### src/rtl/uart_tx_arbiter.sv
// Round-robin arbiter sharing one UART transmitter byte port among NUM_REQ
// producers; a grant is held for a whole message (until last or the burst cap).
module uart_tx_arbiter #(
  parameter int NUM_REQ   = 4,
  parameter int DATA_BITS = 8,
  parameter int MAX_BURST = 16,
  localparam int PTR_W    = $clog2(NUM_REQ),
  localparam int BEATS_W  = (MAX_BURST > 1) ? $clog2(MAX_BURST) : 1
) (
  input  logic                           i_clk,
  input  logic                           i_rst_n,
  input  logic [NUM_REQ*DATA_BITS-1:0]   i_req_data,
  input  logic [NUM_REQ-1:0]             i_req_valid,
  input  logic [NUM_REQ-1:0]             i_req_last,
  output logic [NUM_REQ-1:0]             o_req_ready,
  output logic [DATA_BITS-1:0]           o_tx_data,
  output logic                           o_tx_valid,
  input  logic                           i_tx_ready,
  output logic [NUM_REQ-1:0]             o_grant,
  output logic                           o_busy,
  output logic                           o_dbg_state,
  output logic [PTR_W-1:0]               o_dbg_ptr,
  output logic [BEATS_W-1:0]             o_dbg_beats
);

  // Handshake: a byte moves on any cycle where valid and ready are both high;
  // valid never waits on ready, and the producer holds data/last until accepted.

  typedef enum logic {S_IDLE = 1'b0, S_OWNED = 1'b1} state_t;

  localparam logic [PTR_W:0]     NUM_REQ_W = (PTR_W+1)'(NUM_REQ);
  localparam logic [PTR_W-1:0]   LAST_IDX  = PTR_W'(NUM_REQ - 1);
  localparam logic [BEATS_W-1:0] BEAT_CAP  = BEATS_W'(MAX_BURST - 1);

  state_t               r_state;
  logic [NUM_REQ-1:0]   r_grant;
  logic [PTR_W-1:0]     r_ptr;
  logic [BEATS_W-1:0]   r_beats;

  logic                 w_sel_valid;
  logic                 w_sel_last;
  logic [DATA_BITS-1:0] w_sel_data;
  logic [PTR_W-1:0]     w_own_idx;
  logic [PTR_W-1:0]     w_next_ptr;
  logic                 w_beat;

  logic [NUM_REQ-1:0]   w_rot;
  logic                 w_found;
  logic [PTR_W-1:0]     w_off;
  logic [PTR_W:0]       w_sum;
  logic [PTR_W-1:0]     w_win_idx;
  logic [NUM_REQ-1:0]   w_win_oh;

  // Mux the owner's stream onto the transmitter; grant is all-zero when idle.
  always_comb begin
    w_sel_valid = 1'b0;
    w_sel_last  = 1'b0;
    w_sel_data  = '0;
    w_own_idx   = '0;
    for (int i = 0; i < NUM_REQ; i++) begin
      if (r_grant[i]) begin
        w_sel_valid = i_req_valid[i];
        w_sel_last  = i_req_last[i];
        w_sel_data  = i_req_data[i*DATA_BITS +: DATA_BITS];
        w_own_idx   = PTR_W'(i);
      end
    end
  end

  assign w_beat     = w_sel_valid & i_tx_ready;
  assign w_next_ptr = (w_own_idx == LAST_IDX) ? '0 : w_own_idx + 1'b1;

  // Rotate requests so index 0 is the priority holder, then pick the lowest set bit.
  assign w_rot = NUM_REQ'({i_req_valid, i_req_valid} >> r_ptr);

  always_comb begin
    w_found = |w_rot;
    w_off   = '0;
    for (int j = NUM_REQ - 1; j >= 0; j--) begin
      if (w_rot[j]) w_off = PTR_W'(j);
    end
  end

  assign w_sum     = {1'b0, r_ptr} + {1'b0, w_off};
  assign w_win_idx = (w_sum >= NUM_REQ_W) ? PTR_W'(w_sum - NUM_REQ_W) : PTR_W'(w_sum);
  assign w_win_oh  = {{(NUM_REQ-1){1'b0}}, 1'b1} << w_win_idx;

  always_ff @(posedge i_clk or negedge i_rst_n) begin
    if (!i_rst_n) begin
      r_state <= S_IDLE;
      r_grant <= '0;
      r_ptr   <= '0;
      r_beats <= '0;
    end else begin
      case (r_state)
        S_IDLE: begin
          if (w_found) begin
            r_grant <= w_win_oh;
            r_beats <= '0;
            r_state <= S_OWNED;
          end
        end
        S_OWNED: begin
          if (w_beat) begin
            // The cap releases without faking last; the producer resumes later.
            if (w_sel_last || (r_beats == BEAT_CAP)) begin
              r_grant <= '0;
              r_ptr   <= w_next_ptr;
              r_state <= S_IDLE;
            end else begin
              r_beats <= r_beats + 1'b1;
            end
          end
        end
        default: begin
          r_state <= S_IDLE;
          r_grant <= '0;
        end
      endcase
    end
  end

  assign o_tx_valid  = w_sel_valid;
  assign o_tx_data   = w_sel_data;
  assign o_req_ready = r_grant & {NUM_REQ{i_tx_ready}};
  assign o_grant     = r_grant;
  assign o_busy      = (r_state == S_OWNED);
  assign o_dbg_state = (r_state == S_OWNED);
  assign o_dbg_ptr   = r_ptr;
  assign o_dbg_beats = r_beats;

endmodule

### config.mk
export PLATFORM = sky130hd
export DESIGN_NAME = uart_tx_arbiter
export DESIGN_NICKNAME = d
export VERILOG_FILES = /design/src/rtl/uart_tx_arbiter.sv
export SDC_FILE = /design/constraint.sdc
export NUM_CORES = 1
export LEC_CHECK = 0
export ABC_AREA = 0
export CAP_MARGIN = 25
export CORE_MARGIN = 2
export CORE_UTILIZATION = 33
export DETAILED_ROUTE_END_ITERATION = 6
export PLACE_DENSITY = 0.75
export SLEW_MARGIN = 25
export SYNTH_ARGS = -nofsm -noshare
export SYNTH_HDL_FRONTEND = slang
export SYNTH_SLANG_ARGS = --single-unit
### constraint.sdc
create_clock -name i_clk -period 1.74 [get_ports i_clk]
set_input_delay 0.174 -clock i_clk [delete_from_list [all_inputs] [get_ports i_clk]]
set_output_delay 0.174 -clock i_clk [all_outputs]
set_load 0.005 [all_outputs]
==> qor.yml, run 1 <==
p_sw_share_pct: 26.2
rsz0062_at_grt: "yes"
setup_tns_ns: -1.29
crit_path_start_kind: "flip-flop"
pwr-share-seq_pct: 41.1
combPwrFrac_pct: 30.2
start_util_pct: 34.6
grt_pass1_wl_um: 5980
fin_nets: 288
cts_buffers: 3
drc_errors: 0
dr.pass1.iters: 4
power_density_mw_per_mm2: 266
async_flop_share_pct: 100
critPathKind: "flip-flop to flip-flop"
hold_viol: 0
synth.cell_area_mm2: 0.00106
cts-root-buf: "clkbuf_4"
r2r_slack_ns: -0.27
maxCapViolations: 0
rows: 20
status: "finished with violations"
final_cells: 286
synth_top_family_by_area: "compound AO/OA/AOI/OAI gates"
finClkSkew_ns: 0.0109
synth_nets: 182
crit_chain: "nand2b_1 -> a21oi_2 -> o22ai_1 -> nor2_1 -> a21oi_1 -> ha_2 -> inv_1 -> o41ai_2"
dp_hpwl_um: 2970
yosysSeqAreaShare_pct: 26.0
syn_avg_cell_area_um2: 7.72
die_h_um: 60.6
yosys.area_share.adder_pct: 2.37
power_mw: 0.634
insertedDiodeCount: 0
postCtsHoldBufs: 0
gr-total-overflow: 0
synth_compound_area_share_pct: 34.4
maxSlewViolCount: 0
syn-instance-count: 137
vias_per_cell: 5.20
slew_headroom_pct: 63.7
synth_common_cells: "nor2_1 (13), a21oi_1 (12), nand2_1 (12)"
clkLatencyLatePin_ns: 0.28
boundaryPins: 68
p_sw_mw: 0.166
muxShareOfSynthArea_pct: 3.43
portBuffers: 67
max_freq_mhz: 498
gp_congestion: 0.842
routed_wl_um: 4770
synth-edff-count: 0
crit_fanout: 4
final.min_clock_period_ns: 2.01
clockPowerShare_pct: 28.8
antenna_found_initial: 0
worstPathRequired_ns: 1.90
violations: "setup timing"
dpl-instance-area_mm2: 0.00191
ff2ff_path_depth: 8
arrival_ns: 2.17
p_int_mw: 0.468
synth_xor_area_share_pct: 2.49
via_count: 1486
die-area_mm2: 0.00367
ant_nets: 0
ys.warnings.count: 0
reg2reg_from: "o_dbg_ptr[1]"
synth_area_leader_cell: "dfrtp_1"
grt_max_degree: 21
ys_ff_latch: 11
area_growth_pct: 126
synth_area_leaders: "dfrtp_1 (26%), a21oi_1 (5.7%), a22oi_1 (5.7%)"
synth_top_area_share_pct: 26.0
grt_pass1_vias: 1420
critPathCaptureType: "flip-flop"
slowest_delay_ns: 0.43
stdcell_area_mm2: 0.00239
clk_pin_slew_ns: 0.08
h-tree-depth: 1
wl_per_cell_um: 16.7
cts_tree: "built"
hold_path_class: "input pin to asynchronous set/reset pin"
grtUsageTotal_pct: 21.4
worst-slew-pin-transition_ns: 0.544
setup_slack_ns: -0.267
die_w_um: 60.6
synthFlopType: "dfrtp_1"
cts_sinks: 11
synth.distinct_cells: 40
setup.worst_path.start: "o_dbg_ptr[1]"
drive_gt1_share_pct: 40.9
clockBufferDepth: 2
yosys.area_share.simple_pct: 22.6
rr_endpoint: "o_grant[3]"
critPathSlowestCell: "dfrtp_1"
drt_iter0_markers: 45
critPathBufInv: 1
critical_path.top_delay_family: "compound AO/OA/AOI/OAI gates"
finalCritPeriodShare_pct: 115
yosysMostFrequentCell: "nor2_1"
core_area_mm2: 0.00305
peakVddDrop_mv: 0.364
dp_cells: 259
setup_viol: 9
p_leak_nw: 1.04
worst max-delay path by stage:
stage | endpoint | cells past startpoint
finish | o_grant[3] | 8
detailed placement | o_grant[3] | 10
CTS | o_grant[3] | 8
global route | o_grant[0] | 8
global placement | o_grant[0] | 10
floorplan | o_grant[0] | 10
timing repair:
action | 4_1_cts | 5_1_grt
gates resized for setup | 54 | 41
gates cloned | 0 | 3
pin swaps | 8 | 9
setup buffers | 3 | 18
endpoints found under the setup margin | 19 | 21
hold endpoints to repair | 0 | 0
kinds of logic (layout without fill, tap and decap cells):
| family | count (synthesis) | in the layout |
|---|---|---|
| simple gates | 48 | 48 |
| mux | 3 | 3 |
| compound gates | 50 | 50 |
| buf+inv | 20 | 125 |
| xor+xnor | 3 | 3 |
| fa+ha+maj | 2 | 2 |
| flops | 11 | 11 |
layout by cell type (no fill, tap or decap), drive strengths merged:
cell type / count
a221oi: 1
a2bb2oi: 1
nand3: 6
nand3b: 3
clkdlybuf4s50: 53
a32o: 1
dlymetal6s2s: 3
o41ai: 6
nor3: 1
mux2i: 1
a22oi: 8
dlygate4sd2: 2
a31oi: 1
nor3b: 1
mux2: 2
a41oi: 1
o21ai: 10
buf: 50
ha: 2
nor2: 13
o2111ai: 2
a21o: 1
o31ai: 1
nand4bb: 1
a21oi: 13
and2: 4
nor2b: 4
xor2: 2
o22ai: 1
inv: 7
o311ai: 2
nand2b: 2
dfrtp: 11
or3: 1
clkbuf: 10
xnor2: 1
a22o: 1
nand2: 12
area by class of cell:
class,count,area (µm²)
Clock buffer,4,26.3
Fill cell,214,663
Inverter,7,26.3
Multi-Input combinational cell,106,918
Sequential cell,11,279
Tap cell,44,55.1
Timing Repair Buffer,114,1080
power by group through the flow:
| stage | Combinational (mW) | Sequential [mW] | Clock (mW) |
|---|---|---|---|
| after floorplan | 0.0346 | 0.266 | 0 |
| after global placement | 0.163 | 0.265 | 0 |
| after detailed placement | 0.169 | 0.265 | 0 |
| after CTS | 0.175 | 0.261 | 0.183 |
| after global routing | 0.203 | 0.261 | 0.204 |
| final | 0.191 | 0.261 | 0.183 |
flip-flops by register name (all words and copies together) (netlist names):
register and count:
o_grant 4, o_dbg_beats 4, o_dbg_ptr 2, o_busy 1
metrics by stage:
stage	utilization (%)	setup WS, ns	hold WS, ns
3_3_place_gp	62.6	-0.331	0.501
3_5_place_dp	62.6	-0.441	0.506
6_report	78.3	-0.267	0.244
2_1_floorplan	-	-0.119	-0.122
5_1_grt	78.3	-0.337	0.287
4_1_cts	66.8	-0.147	0.261
per-layer routing:
| layer | track usage, % | share of wire (%) | routed length [µm] | up-vias |
|---|---|---|---|---|
| met5 | 0 | 0 | 0 | - |
| met4 | 9.01 | 3.1 | 150 | 0 |
| met3 | 1.92 | 3.3 | 155 | 14 |
| met2 | 41.9 | 53 | 2550 | 43 |
| met1 | 23.2 | 40 | 1920 | 716 |
| li1 | - | - | - | 713 |
(Power assumes the default switching activity.)
==> inputs of run 2 (changes only) <==
--- a/config.mk
+++ b/config.mk
@@ -8,9 +8,10 @@
 export ABC_AREA = 0
 export CAP_MARGIN = 25
 export CORE_MARGIN = 2
-export CORE_UTILIZATION = 33
+export CORE_UTILIZATION = 34
+export CTS_BUF_LIST = sky130_fd_sc_hd__clkbuf_2 sky130_fd_sc_hd__clkbuf_4 sky130_fd_sc_hd__clkbuf_8
 export DETAILED_ROUTE_END_ITERATION = 6
-export PLACE_DENSITY = 0.75
+export PLACE_DENSITY = 0.77
 export SLEW_MARGIN = 25
 export SYNTH_ARGS = -nofsm -noshare
 export SYNTH_HDL_FRONTEND = slang
==> constraint.sdc (replaced) <==
create_clock -name i_clk -period 1.74 [get_ports i_clk]
set_input_delay 0.174 -clock i_clk [delete_from_list [all_inputs] [get_ports i_clk]]
set_output_delay 0.174 -clock i_clk [all_outputs]
set_load 0.02 [all_outputs]
==> qor.yml, run 2 (synthesized netlist as in run 1, its figures left out) <==
finish.utilization_pct: 70.5
setup_viol: 12
wl_per_cell_um: 15.7
clockPowerShare_pct: 31.4
critPathCaptureType: "flip-flop"
drc_errors: 0
fillers: 244
grt_pass1_wl_um: 6470
grt_pass1_vias: 1458
clockBufferDepth: 2
peakVddDrop_mv: 0.361
r2r_slack_ns: -0.20
final.min_clock_period_ns: 1.94
fin_nets: 274
dr.pass1.iters: 4
status: "finished with violations"
p_sw_mw: 0.166
grt_max_degree: 17
clkLatencyLatePin_ns: 0.28
crit_path_start_kind: "flip-flop"
finClkSkew_ns: 0.0104
drive_gt1_share_pct: 33.3
start_util_pct: 35.2
clk_pin_slew_ns: 0.08
dp_hpwl_um: 3070
routed_wl_um: 4090
core_area_mm2: 0.00300
finalCritPeriodShare_pct: 112
insertedDiodeCount: 0
worstPathRequired_ns: 1.91
ff2ff_path_depth: 9
setup_slack_ns: -0.202
violations: "setup timing"
vias_per_cell: 5.31
critPathKind: "flip-flop to flip-flop"
gr-total-overflow: 0
rr_endpoint: "o_grant[2]"
hold_viol: 0
postCtsHoldBufs: 0
worst-slew-pin-transition_ns: 0.533
arrival_ns: 2.12
reg2reg_from: "o_dbg_ptr[1]"
cts_tree: "built"
rsz0062_at_grt: "yes"
maxCapViolations: 0
dp_cells: 254
crit_fanout: 4
die_h_um: 59.8
cts_buffers: 3
boundaryPins: 68
cts-root-buf: "clkbuf_4"
slew_headroom_pct: 64.4
via_count: 1385
power_density_mw_per_mm2: 308
rows: 20
gp_congestion: 0.828
hold_path_class: "input pin to asynchronous set/reset pin"
ant_nets: 0
die-area_mm2: 0.00357
layout_common_cells: "clkdlybuf4s50_1 (51), buf_4 (33), nor2_1 (12), nand2_1 (12), a21oi_1 (11)"
pre_cts_slack_ns: -0.504
final_common_cell: "clkdlybuf4s50_1"
final_cells: 261
drt_iter0_markers: 78
combPwrFrac_pct: 28.5
h-tree-depth: 1
cts_sinks: 11
fin_hold_ws_ns: 0.232
p_leak_nw: 0.935
maxSlewViolCount: 0
die_w_um: 59.8
grtUsageTotal_pct: 23.3
p_int_mw: 0.485
portBuffers: 67
p_sw_share_pct: 25.5
antenna_found_initial: 0
setup_tns_ns: -0.978
pwr-share-seq_pct: 40.1
area_growth_pct: 100
max_freq_mhz: 515
## run 2: cell type report
class	count	area [µm²]	area share, %
clock buffers	4	30.0	1.42
multi-input cells	106	850	40.2
flip-flops and latches	11	282	13.3
well taps	33	41.3	1.95
inverters	7	26.3	1.24
repair buffers	100	887	41.9
## run 2: critical path, cell delays in order, from the launching register on
cell and delay (ns):
dfrtp_2 0.43, nand2b_4 0.15, a2bb2oi_2 0.16, nor2_1 0.06
a21oi_1 0.13, a21oi_1 0.09, ha_2 0.24, xor2_4 0.17
xnor2_1 0.16, o41ai_1 0.26
## run 2: power groups by stage
| stage | combinational, mW | sequential (mW) | clock [mW] |
|---|---|---|---|
| CTS | 0.183 | 0.261 | 0.200 |
| global route | 0.197 | 0.261 | 0.223 |
| global placement | 0.170 | 0.265 | 0 |
| floorplan | 0.0347 | 0.269 | 0 |
| finish | 0.186 | 0.261 | 0.204 |
| detailed placement | 0.175 | 0.265 | 0 |
## run 2: metrics by stage
step	cell area (µm²)	total power [mW]
after CTS	2070	0.644
after global placement	1970	0.435
final	2120	0.651
after detailed placement	1970	0.440
after global routing	2120	0.681
after floorplan	1120	0.303
## run 2: timing repair
action / CTS / global route
setup endpoints to repair: 24 / 20
pin swaps: 6 / 1
buffers inserted: 3 / 0
gates resized for setup: 56 / 13
## run 2: routing by layer
layer	wire, µm	track usage (%)	share of wire (%)	up-vias
met5	0	0	0	-
met4	32	6.98	0.78	0
met3	191	5.19	4.7	6
met2	2100	38.4	51	34
met1	1770	30.2	43	663
li1	-	-	-	682
## run 2: how the worst max path moves through the flow
stage,from,to,cells after the start
floorplan,o_dbg_ptr[1],o_grant[0],10
global placement,i_req_valid[1],o_grant[3],10
detailed placement,i_req_valid[0],o_grant[1],10
CTS,o_dbg_ptr[1],o_grant[2],9
global route,o_dbg_ptr[1],o_grant[2],9
finish,o_dbg_ptr[1],o_grant[2],9
==> inputs of run 3 (changes only) <==
--- a/config.mk
+++ b/config.mk
@@ -8,10 +8,12 @@
 export ABC_AREA = 0
 export CAP_MARGIN = 25
 export CORE_MARGIN = 2
-export CORE_UTILIZATION = 34
+export CORE_UTILIZATION = 37
 export CTS_BUF_LIST = sky130_fd_sc_hd__clkbuf_2 sky130_fd_sc_hd__clkbuf_4 sky130_fd_sc_hd__clkbuf_8
+export CTS_CLUSTER_DIAMETER = 150
 export DETAILED_ROUTE_END_ITERATION = 6
-export PLACE_DENSITY = 0.77
+export GPL_TIMING_DRIVEN = 1
+export PLACE_DENSITY = 0.8
 export SLEW_MARGIN = 25
 export SYNTH_ARGS = -nofsm -noshare
 export SYNTH_HDL_FRONTEND = slang
==> constraint.sdc (replaced) <==
create_clock -name i_clk -period 1.9 [get_ports i_clk]
set_input_delay 0.19 -clock i_clk [delete_from_list [all_inputs] [get_ports i_clk]]
set_output_delay 0.19 -clock i_clk [all_outputs]
set_load 0.02 [all_outputs]
==> qor.yml, run 3 (synthesized netlist as in run 1, its figures left out) <==
status: "finished clean"
grt_pass1_vias: 1356
stdcell_area_mm2: 0.00198
finalCritPeriodShare_pct: 98.5
p_int_mw: 0.442
cts_buffers: 3
rsz0062_at_grt: "yes"
boundaryPins: 68
worst-slew-pin-transition_ns: 0.515
drt_iter0_markers: 46
via_count: 1383
p_leak_nw: 0.813
area_growth_pct: 87.2
pre_cts_slack_ns: -0.399
slew_headroom_pct: 65.5
crit_chain: "nand2b_4 -> a21oi_2 -> o22ai_1 -> nor2_1 -> a21oi_2 -> ha_4 -> xor2_4 -> xor2_1 -> o41ai_1"
insertedDiodeCount: 0
critPathBufInv: 0
p_sw_share_pct: 24.0
gr-total-overflow: 0
critPathKind: "flip-flop to flip-flop"
fin_hold_ws_ns: 0.256
final.min_clock_period_ns: 1.87
hold_viol: 0
setup_viol: 0
rows: 19
arrival_ns: 2.04
max_freq_mhz: 534
grt_pass1_wl_um: 6140
hold_path_class: "input pin to asynchronous set/reset pin"
finish.utilization_pct: 72.4
antenna_found_initial: 0
finClkSkew_ns: 0.00696
clkLatencyLatePin_ns: 0.27
layout_common_cells: "clkdlybuf4s50_1 (56), buf_4 (20), nor2_1 (13)"
crit_path_frequent_cell: "a21oi_2"
dr.pass1.iters: 4
grtUsageTotal_pct: 23.3
maxCapViolations: 0
h-tree-depth: 1
pwr-share-seq_pct: 40.9
clockPowerShare_pct: 30.2
dp_cells: 243
core_area_mm2: 0.00273
cts_tree: "built"
maxSlewViolCount: 0
critPathCaptureType: "flip-flop"
postCtsHoldBufs: 0
final_common_cell: "clkdlybuf4s50_1"
combPwrFrac_pct: 28.9
gp_congestion: 0.888
p_sw_mw: 0.140
die_w_um: 57.5
power_density_mw_per_mm2: 294
setup_tns_ns: 0
start_util_pct: 38.7
cts-root-buf: "clkbuf_4"
setup_slack_ns: 0.0281
drc_errors: 0
power_mw: 0.582
die_h_um: 57.5
vias_per_cell: 5.60
cts_sinks: 11
grt_max_degree: 18
critPathSlowestCell: "dfrtp_2"
crit_path_start_kind: "flip-flop"
worstPathRequired_ns: 2.07
clk_pin_slew_ns: 0.07
peakVddDrop_mv: 0.578
slowest_delay_ns: 0.43
fin_nets: 262
die-area_mm2: 0.00330
dp_hpwl_um: 3140
routed_wl_um: 3930
critical_path.top_delay_family: "compound AO/OA/AOI/OAI gates"
final_cells: 247
crit_fanout: 4
clockBufferDepth: 2
ant_nets: 0
drive_gt1_share_pct: 25.5
dpl-instance-area_mm2: 0.00190
portBuffers: 67
wl_per_cell_um: 15.9
## run 3: cell count changes in the layout (fill, tap and decap cells not counted), moves of 3 or more
cell / previous run / this run
o21ai_0: 1 / 9
clkbuf_2: 0 / 8
buf_6: 3 / 0
o21ai_1: 9 / 1
a21oi_2: 1 / 4
buf_2: 6 / 0
buf_4: 33 / 20
dlygate4sd2_1: 6 / 2
clkdlybuf4s50_1: 51 / 56
## run 3: final timing paths
kind                           startpoint        endpoint  slack, ns  cells after the start
max in group asynchronous         i_rst_n  o_dbg_beats[0]       1.27                      1
hold reg to reg            o_dbg_beats[3]  o_dbg_beats[3]       0.51                      1
min in group i_clk         o_dbg_beats[3]  o_dbg_beats[3]       0.51                      1
hold / removal                    i_rst_n      o_grant[3]       0.26                      1
setup reg to reg             o_dbg_ptr[1]      o_grant[1]       0.03                      9
setup / recovery             o_dbg_ptr[1]      o_grant[1]       0.03                      9
## run 3: power groups by stage
stage / registers [mW] / clock network, mW / logic (mW)
4_1_cts: 0.238 / 0.178 / 0.161
6_report: 0.238 / 0.176 / 0.168
3_3_place_gp: 0.243 / 0 / 0.150
5_1_grt: 0.238 / 0.195 / 0.178
2_1_floorplan: 0.246 / 0 / 0.0316
3_5_place_dp: 0.243 / 0 / 0.155
## run 3: what timing repair did
| item | 4_1_cts | 5_1_grt |
|---|---|---|
| buffers inserted | 0 | 0 |
| pin swaps | 4 | 5 |
| setup endpoints to repair | 14 | 18 |
| gates resized for setup | 21 | 32 |
## run 3: final cells by class
cell class,count,area [µm²]
clock buffer,4,30.0
multi-input combinational,106,807
tap,31,38.8
sequential,11,279
timing repair buffer,88,798
inverter,7,26.3
fill,207,754
## run 3: per-layer routing
metal  vias up  track usage [%]  part of all wire (%)
li1        667                -                     -
met1       666             27.1                    38
met2        44             43.0                    56
met3         6             5.90                   4.6
met4         0             4.65                  0.86
met5         -                0                     0
## run 3: worst register-to-register path: stages (launching register included)
cell,delay (ns)
dfrtp_2,0.43
nand2b_4,0.15
a21oi_2,0.11
o22ai_1,0.09
nor2_1,0.16
a21oi_2,0.07
ha_4,0.19
xor2_4,0.16
xor2_1,0.16
o41ai_1,0.24
